## src/rtl/mem_arb.sv

```systemverilog
// mem_arb: two-port (fetch / data) arbiter onto a single fixed-latency memory.
// Optional round-robin arbitration is enabled by defining MEM_ARB_RR_EN;
// without it the data port always wins simultaneous requests.
module mem_arb #(
    parameter int ADDR_W  = 16,
    parameter int DATA_W  = 32,
    parameter int MEM_LAT = 2
) (
    input  logic              clk,
    input  logic              rst,
    input  logic              if_req,
    input  logic [ADDR_W-1:0] if_addr,
    output logic              if_gnt,
    output logic              if_rdy,
    output logic [DATA_W-1:0] if_rdata,
    input  logic              dm_req,
    input  logic              dm_we,
    input  logic [ADDR_W-1:0] dm_addr,
    input  logic [DATA_W-1:0] dm_wdata,
    output logic              dm_gnt,
    output logic              dm_rdy,
    output logic [DATA_W-1:0] dm_rdata,
    output logic              mem_en,
    output logic              mem_we,
    output logic [ADDR_W-1:0] mem_addr,
    output logic [DATA_W-1:0] mem_wdata,
    input  logic [DATA_W-1:0] mem_rdata,
    output logic              busy
);

    typedef enum logic [1:0] {IDLE, ACCESS, DONE} state_t;

    localparam logic [3:0] LAST = 4'(MEM_LAT - 1);

    state_t              state_q, state_d;
    logic [3:0]          cnt_q, cnt_d;
    logic [ADDR_W-1:0]   addr_q, addr_d;
    logic                we_q, we_d;
    logic [DATA_W-1:0]   wdata_q, wdata_d;
    logic [DATA_W-1:0]   rdata_q, rdata_d;
    logic                own_q, own_d;
    logic                pick_dm;

`ifdef MEM_ARB_RR_EN
    logic                last_q, last_d;

    // On a tie, hand the grant to whichever port lost the previous acceptance
    always_comb pick_dm = dm_req && (!if_req || !last_q);

    // Remember the winner of every accepted transaction (1 = data port)
    always_comb last_d = (state_q == IDLE && (if_req || dm_req)) ? pick_dm : last_q;

    // Last-winner register; reset makes fetch the last winner so dm wins first tie
    always_ff @(posedge clk or posedge rst)
        if (rst) last_q <= 1'b0;
        else     last_q <= last_d;
`else
    // Fixed priority: the data port always wins a tie
    always_comb pick_dm = dm_req;
`endif

    // Next-state logic: accept in IDLE, count latency in ACCESS, report in DONE
    always_comb begin
        state_d = state_q;
        cnt_d   = cnt_q;
        addr_d  = addr_q;
        we_d    = we_q;
        wdata_d = wdata_q;
        rdata_d = rdata_q;
        own_d   = own_q;
        case (state_q)
            IDLE: begin
                if (if_req || dm_req) begin
                    state_d = ACCESS;
                    cnt_d   = 4'd0;
                    own_d   = pick_dm;
                    addr_d  = pick_dm ? dm_addr : if_addr;
                    we_d    = pick_dm && dm_we;
                    wdata_d = pick_dm ? dm_wdata : '0;
                end
            end
            ACCESS: begin
                if (cnt_q == LAST) begin
                    state_d = DONE;
                    rdata_d = we_q ? rdata_q : mem_rdata;
                end else begin
                    cnt_d = cnt_q + 4'd1;
                end
            end
            DONE:    state_d = IDLE;
            default: state_d = IDLE;
        endcase
    end

    // State and transaction registers, cleared asynchronously so an access aborts at once
    always_ff @(posedge clk or posedge rst)
        if (rst) begin
            state_q <= IDLE;
            cnt_q   <= 4'd0;
            addr_q  <= '0;
            we_q    <= 1'b0;
            wdata_q <= '0;
            rdata_q <= '0;
            own_q   <= 1'b0;
        end else begin
            state_q <= state_d;
            cnt_q   <= cnt_d;
            addr_q  <= addr_d;
            we_q    <= we_d;
            wdata_q <= wdata_d;
            rdata_q <= rdata_d;
            own_q   <= own_d;
        end

    // Outputs decode purely from registered state, so reset drops them without a clock
    always_comb begin
        busy      = state_q != IDLE;
        mem_en    = state_q == ACCESS;
        mem_we    = mem_en && we_q;
        mem_addr  = addr_q;
        mem_wdata = wdata_q;
        if_gnt    = mem_en && cnt_q == 4'd0 && !own_q;
        dm_gnt    = mem_en && cnt_q == 4'd0 && own_q;
        if_rdy    = state_q == DONE && !own_q;
        dm_rdy    = state_q == DONE && own_q;
        if_rdata  = rdata_q;
        dm_rdata  = rdata_q;
    end

endmodule

```

## config.mk

```make
export PLATFORM = sky130hd
export DESIGN_NAME = mem_arb
export DESIGN_NICKNAME = d
export VERILOG_FILES = /design/src/rtl/mem_arb.sv
export SDC_FILE = /design/constraint.sdc
export NUM_CORES = 1
export LEC_CHECK = 0
export CAP_MARGIN = 20
export CORE_UTILIZATION = 42
export DETAILED_ROUTE_END_ITERATION = 6
export PLACE_DENSITY = 0.86
export RECOVER_POWER = 25
export SLEW_MARGIN = 20
export SYNTH_ARGS = -nofsm -noshare
export SYNTH_HDL_FRONTEND = slang
export SYNTH_SLANG_ARGS = --single-unit
```

## constraint.sdc

```tcl
create_clock -name clk -period 4.52 [get_ports clk]
set_input_delay 0.678 -clock clk [delete_from_list [all_inputs] [get_ports clk]]
set_output_delay 0.678 -clock clk [all_outputs]
set_load 0.02 [all_outputs]
```

# Yosys cells after proc, flatten, opt, wreduce, memory -nomap -nowiden
# Index checks and enable logic that the tools add are counted.
# Widths: inputs -> output; s select.
# totals
output_inout_bits	119
register_bits	88
in_bits	101
word_cells	40
# classes
n_reduce_logical	17
addsub	1
muxes	8
n_eq_ne	6
n_bitwise	1
# ops
cell	n
$mux 32	1
$mux 16	1
$mux 4	2
$pmux 4 s2	1
$logic_and 1x1->1	7
$reduce_and 3->1	2
$add 4x1->4 const B	1
$eq 4x1->1 const B	1
$logic_not 4->1	1
$mux 2	2
$ne 2x2->1 const B	2
$pmux 2 s2	1
$reduce_and 2->1	2
$reduce_bool 2->1	2
$eq 2x1->1 const B	1
$eq 2x2->1 const B	1
$logic_not 2->1	1
$ne 2x1->1 const B	1
$logic_not 1->1	1
$logic_or 1x1->1	1
$not 1->1	1

# Depth between registers and ports, before layout
# logic_depth
depth_word	3
depth_mapped	5
depth_no_buf	5

# Worst setup path after synthesis
# Ideal clock, no wire load.
# synth_path
path_kind	reg2out
from	register state_q[1]
to	output mem_we
required_time_ns	3.842
arrival_time_ns	1.205
setup_slack_ns	2.637
stages_incl_launch_ff	4
path_buffers	1
cell_sequence	dfrtp_1 -> nor2b_1 -> clkbuf_1 -> and2_1
# synth_via
elab_chain_cells	2
# synth_rtl
item	line_no	rtl
start, declared	35	state_t state_q, state_d;
start signal, assigned	106	state_q <= state_d;
$eq 2x1->1	118	mem_en = state_q == ACCESS;
via mem_en	23	output logic mem_en,
$logic_and 1x1->1	119	mem_we = mem_en && we_q;
end, declared	24	output logic mem_we,
# The timed path passes the listed nets, and every way through them passes these cells.

==> flow_summary.ini <==
[outcome]
status = finished, violations left
violations = design-rule violations, max-capacitance violations, max-slew violations

[cells_and_area]
n_antenna_cell = 0
final_cell_mix = clkdlybuf4s50_1, dfrtp_1, a22o_1
stdcell_area_mm2 = 0.00609
area_growth_pct = 56.4
multi_input_area_mm2 = 0.00134
nFillCells = 681
drive_gt1_share_pct = 11.3
area.sequential_mm2 = 0.00220
fin_nets = 576
layout_commonest_cell = clkdlybuf4s50_1

[power_and_ir_drop]
power_leakage_nw = 2.73
powerDensity_mw_per_mm2 = 761
peakVddDrop_uv = 392

[clock_tree]
numCtsBuffers = 9
numClockSinks = 88
postCtsHoldBufs = 0
ctsResizeCount = 0
postCtsSetupBuffers = 0
clk_latency_ns = 0.33
ctsHtreeMaxLevel = 3
clkTransAtPathRegs_ns = 0.08
cts_tree = yes
cts-root-buf = clkbuf_8
max-clock-path-buffers = 2

[timing]
fmax_mhz = 317
fin_skew_ns = 0.0118
slew_violations = 62
min_period_ns = 3.15
finalSetupTns_ns = 0
max_slew_margin_pct = -78.3
final.period_utilization_pct = 69.8
hold_viol = 0
setup_viol = 0
rsz0062_at_grt = false
worst_pin_slew_ns = 2.66

[global_routing]
grt_pass1_vias = 3129
antenna_found_initial = 0
grt_max_degree = 62
grt_pass1_wl_mm = 15.8
grtUsageTotal_pct = 20.9
grt_overflow = 0

[logic_synthesis]
synth_warnings = 0
synth_top_area_cell = dfrtp_1
synth-seq-cells = 88
syn_inst = 288
ys_types = 31
synth.area.top_cells = dfrtp_1, mux2_4, a22o_1, buf_4, o21ai_0
syn_area_mm2 = 0.00389
avgSynthCellArea_um2 = 13.5
synth.top_cell.area_share_pct = 56.6
syn_nets = 392
ys_seq_area_share_pct = 56.6

[worst_hold_path]
hold_class = reg -> reg
hold_end = mem_wdata[13]
hold_path_depth = 1
hp-start = mem_wdata[13]

[drt]
drc = 18
dr.first_iter.drc_count = 110
routed.top_layer = met4
met3_length_um = 783
postRouteAntennaNets = 0
dr.pass1.iters = 7
drt-total-wl_mm = 10.0
wl_met2_mm = 5.01
met1_length_mm = 4.10
avgViaCountPerCell = 5.07
drt-wirelength-per-cell_um = 17.2
vias = 2961

[die]
core_mm2 = 0.00885
die_h_um = 98.3
fp.dieW_um = 98.3
start_util_pct = 44.0
ios = 220
fp-row-count = 34
dieArea_mm2 = 0.00966

[setup_path]
rr_startpoint = state_q[1]
critical_path_required_ns = 4.92
worstSetupPathType = in -> async
r2r.worst_path.cells = 3
regToRegSetupSlack_ns = 2.10
startpoint_type = primary input
path_max_fanout = 61
worst_ep_arrival_time_ns = 3.55
r2r-end = dm_rdata[28]
end_kind = asynchronous set/reset pin

[placed_design]
place_congestion = 0.710
port-buffer-count = 219
place_area_mm2 = 0.00591
dpl.hpwl_mm = 7.40

[flow_run]
drv_cap = 1
## worst max-delay path, cell delays in order
cell and delay [ns]:
dlygate4sd3_1 0.55, clkinvlp_2 1.49, clkbuf_2 0.77
## cell type report
class	instances	share of cell area [%]
Clock buffer	12	2.38
Tap cell	108	2.22
Multi-Input combinational cell	146	21.9
Inverter	5	0.329
Clock inverter	3	0.308
Sequential cell	88	36.2
Timing Repair Buffer	222	36.7
## flip-flops by register name, indices dropped and copies added (netlist names)
register	cells
mem_wdata	32
mem_addr	16
we_q	1
dm_rdata	32
state_q	2
own_q	1
cnt_q	4
## metrics by stage
stage	instances	total power [mW]	utilization, %	hold WS [ns]	setup slack, ns
after floorplan	288	3.09	-	0.480	1.56
after global placement	568	4.09	66.8	0.482	1.80
after detailed placement	568	4.18	66.8	0.481	1.68
after CTS	583	4.66	68.7	0.509	1.61
after global routing	584	4.88	68.8	0.521	0.859
final	584	4.64	68.8	0.502	1.37
## logic make-up (layout without fill, tap and decap cells)
family	count (synthesis)	in the layout	share of synthesized area (%)
compound gates	74	74	13.2
simple gates	20	20	3.66
flops	88	88	56.6
fa+ha+maj	3	3	0.964
mux	48	48	16.3
xor+xnor	1	1	0.225
buf+inv	54	242	9.06
## cell usage after synthesis
master      n
buf_6       3
a21boi_0    1
mux2_4     30
o21ai_1     1
o21ai_0    33
buf_4      32
o2bb2ai_1   1
buf_2       6
a21oi_1     1
and3_1      2
xnor2_1     1
nor4b_4     1
a22o_1     34
ha_1        3
a31o_2      1
or3b_2      1
nor2_1      4
dfrtp_1    88
a32o_1      1
nor3b_1     1
mux2_2      2
mux2i_1    16
and2_1      3
inv_1       5
clkbuf_1    8
nand3_1     2
nor2b_1     1
nand3b_4    1
nand2_1     3
and3b_1     1
a21o_1      1
## metal layers
layer  vias up  GRT usage [%]
met4         0           6.54
met5         -              0
li1       1365              -
met3        14           5.23
met2       138           36.9
met1      1444           25.0
## worst max-delay path by stage
stage / to / slack, ns / start / cells past startpoint
finish: mem_wdata[20] / 1.37 / rst / 3
global route: mem_wdata[20] / 0.86 / rst / 3
CTS: mem_we / 1.61 / state_q[1] / 3
detailed placement: mem_wdata[29] / 1.68 / dm_req / 4
global placement: mem_wdata[2] / 1.80 / dm_req / 4
floorplan: cnt_q[0] / 1.56 / rst / 1
## power by group
| group | switching, mW | total [mW] | leakage, nW | internal (mW) |
|---|---|---|---|---|
| sequential | 0.260 | 1.42 | 1.08 | 1.16 |
| clock | 0.256 | 0.468 | 0.0862 | 0.212 |
| combinational | 1.31 | 2.75 | 1.56 | 1.44 |
Note: power is estimated with default switching activity, not from simulation.
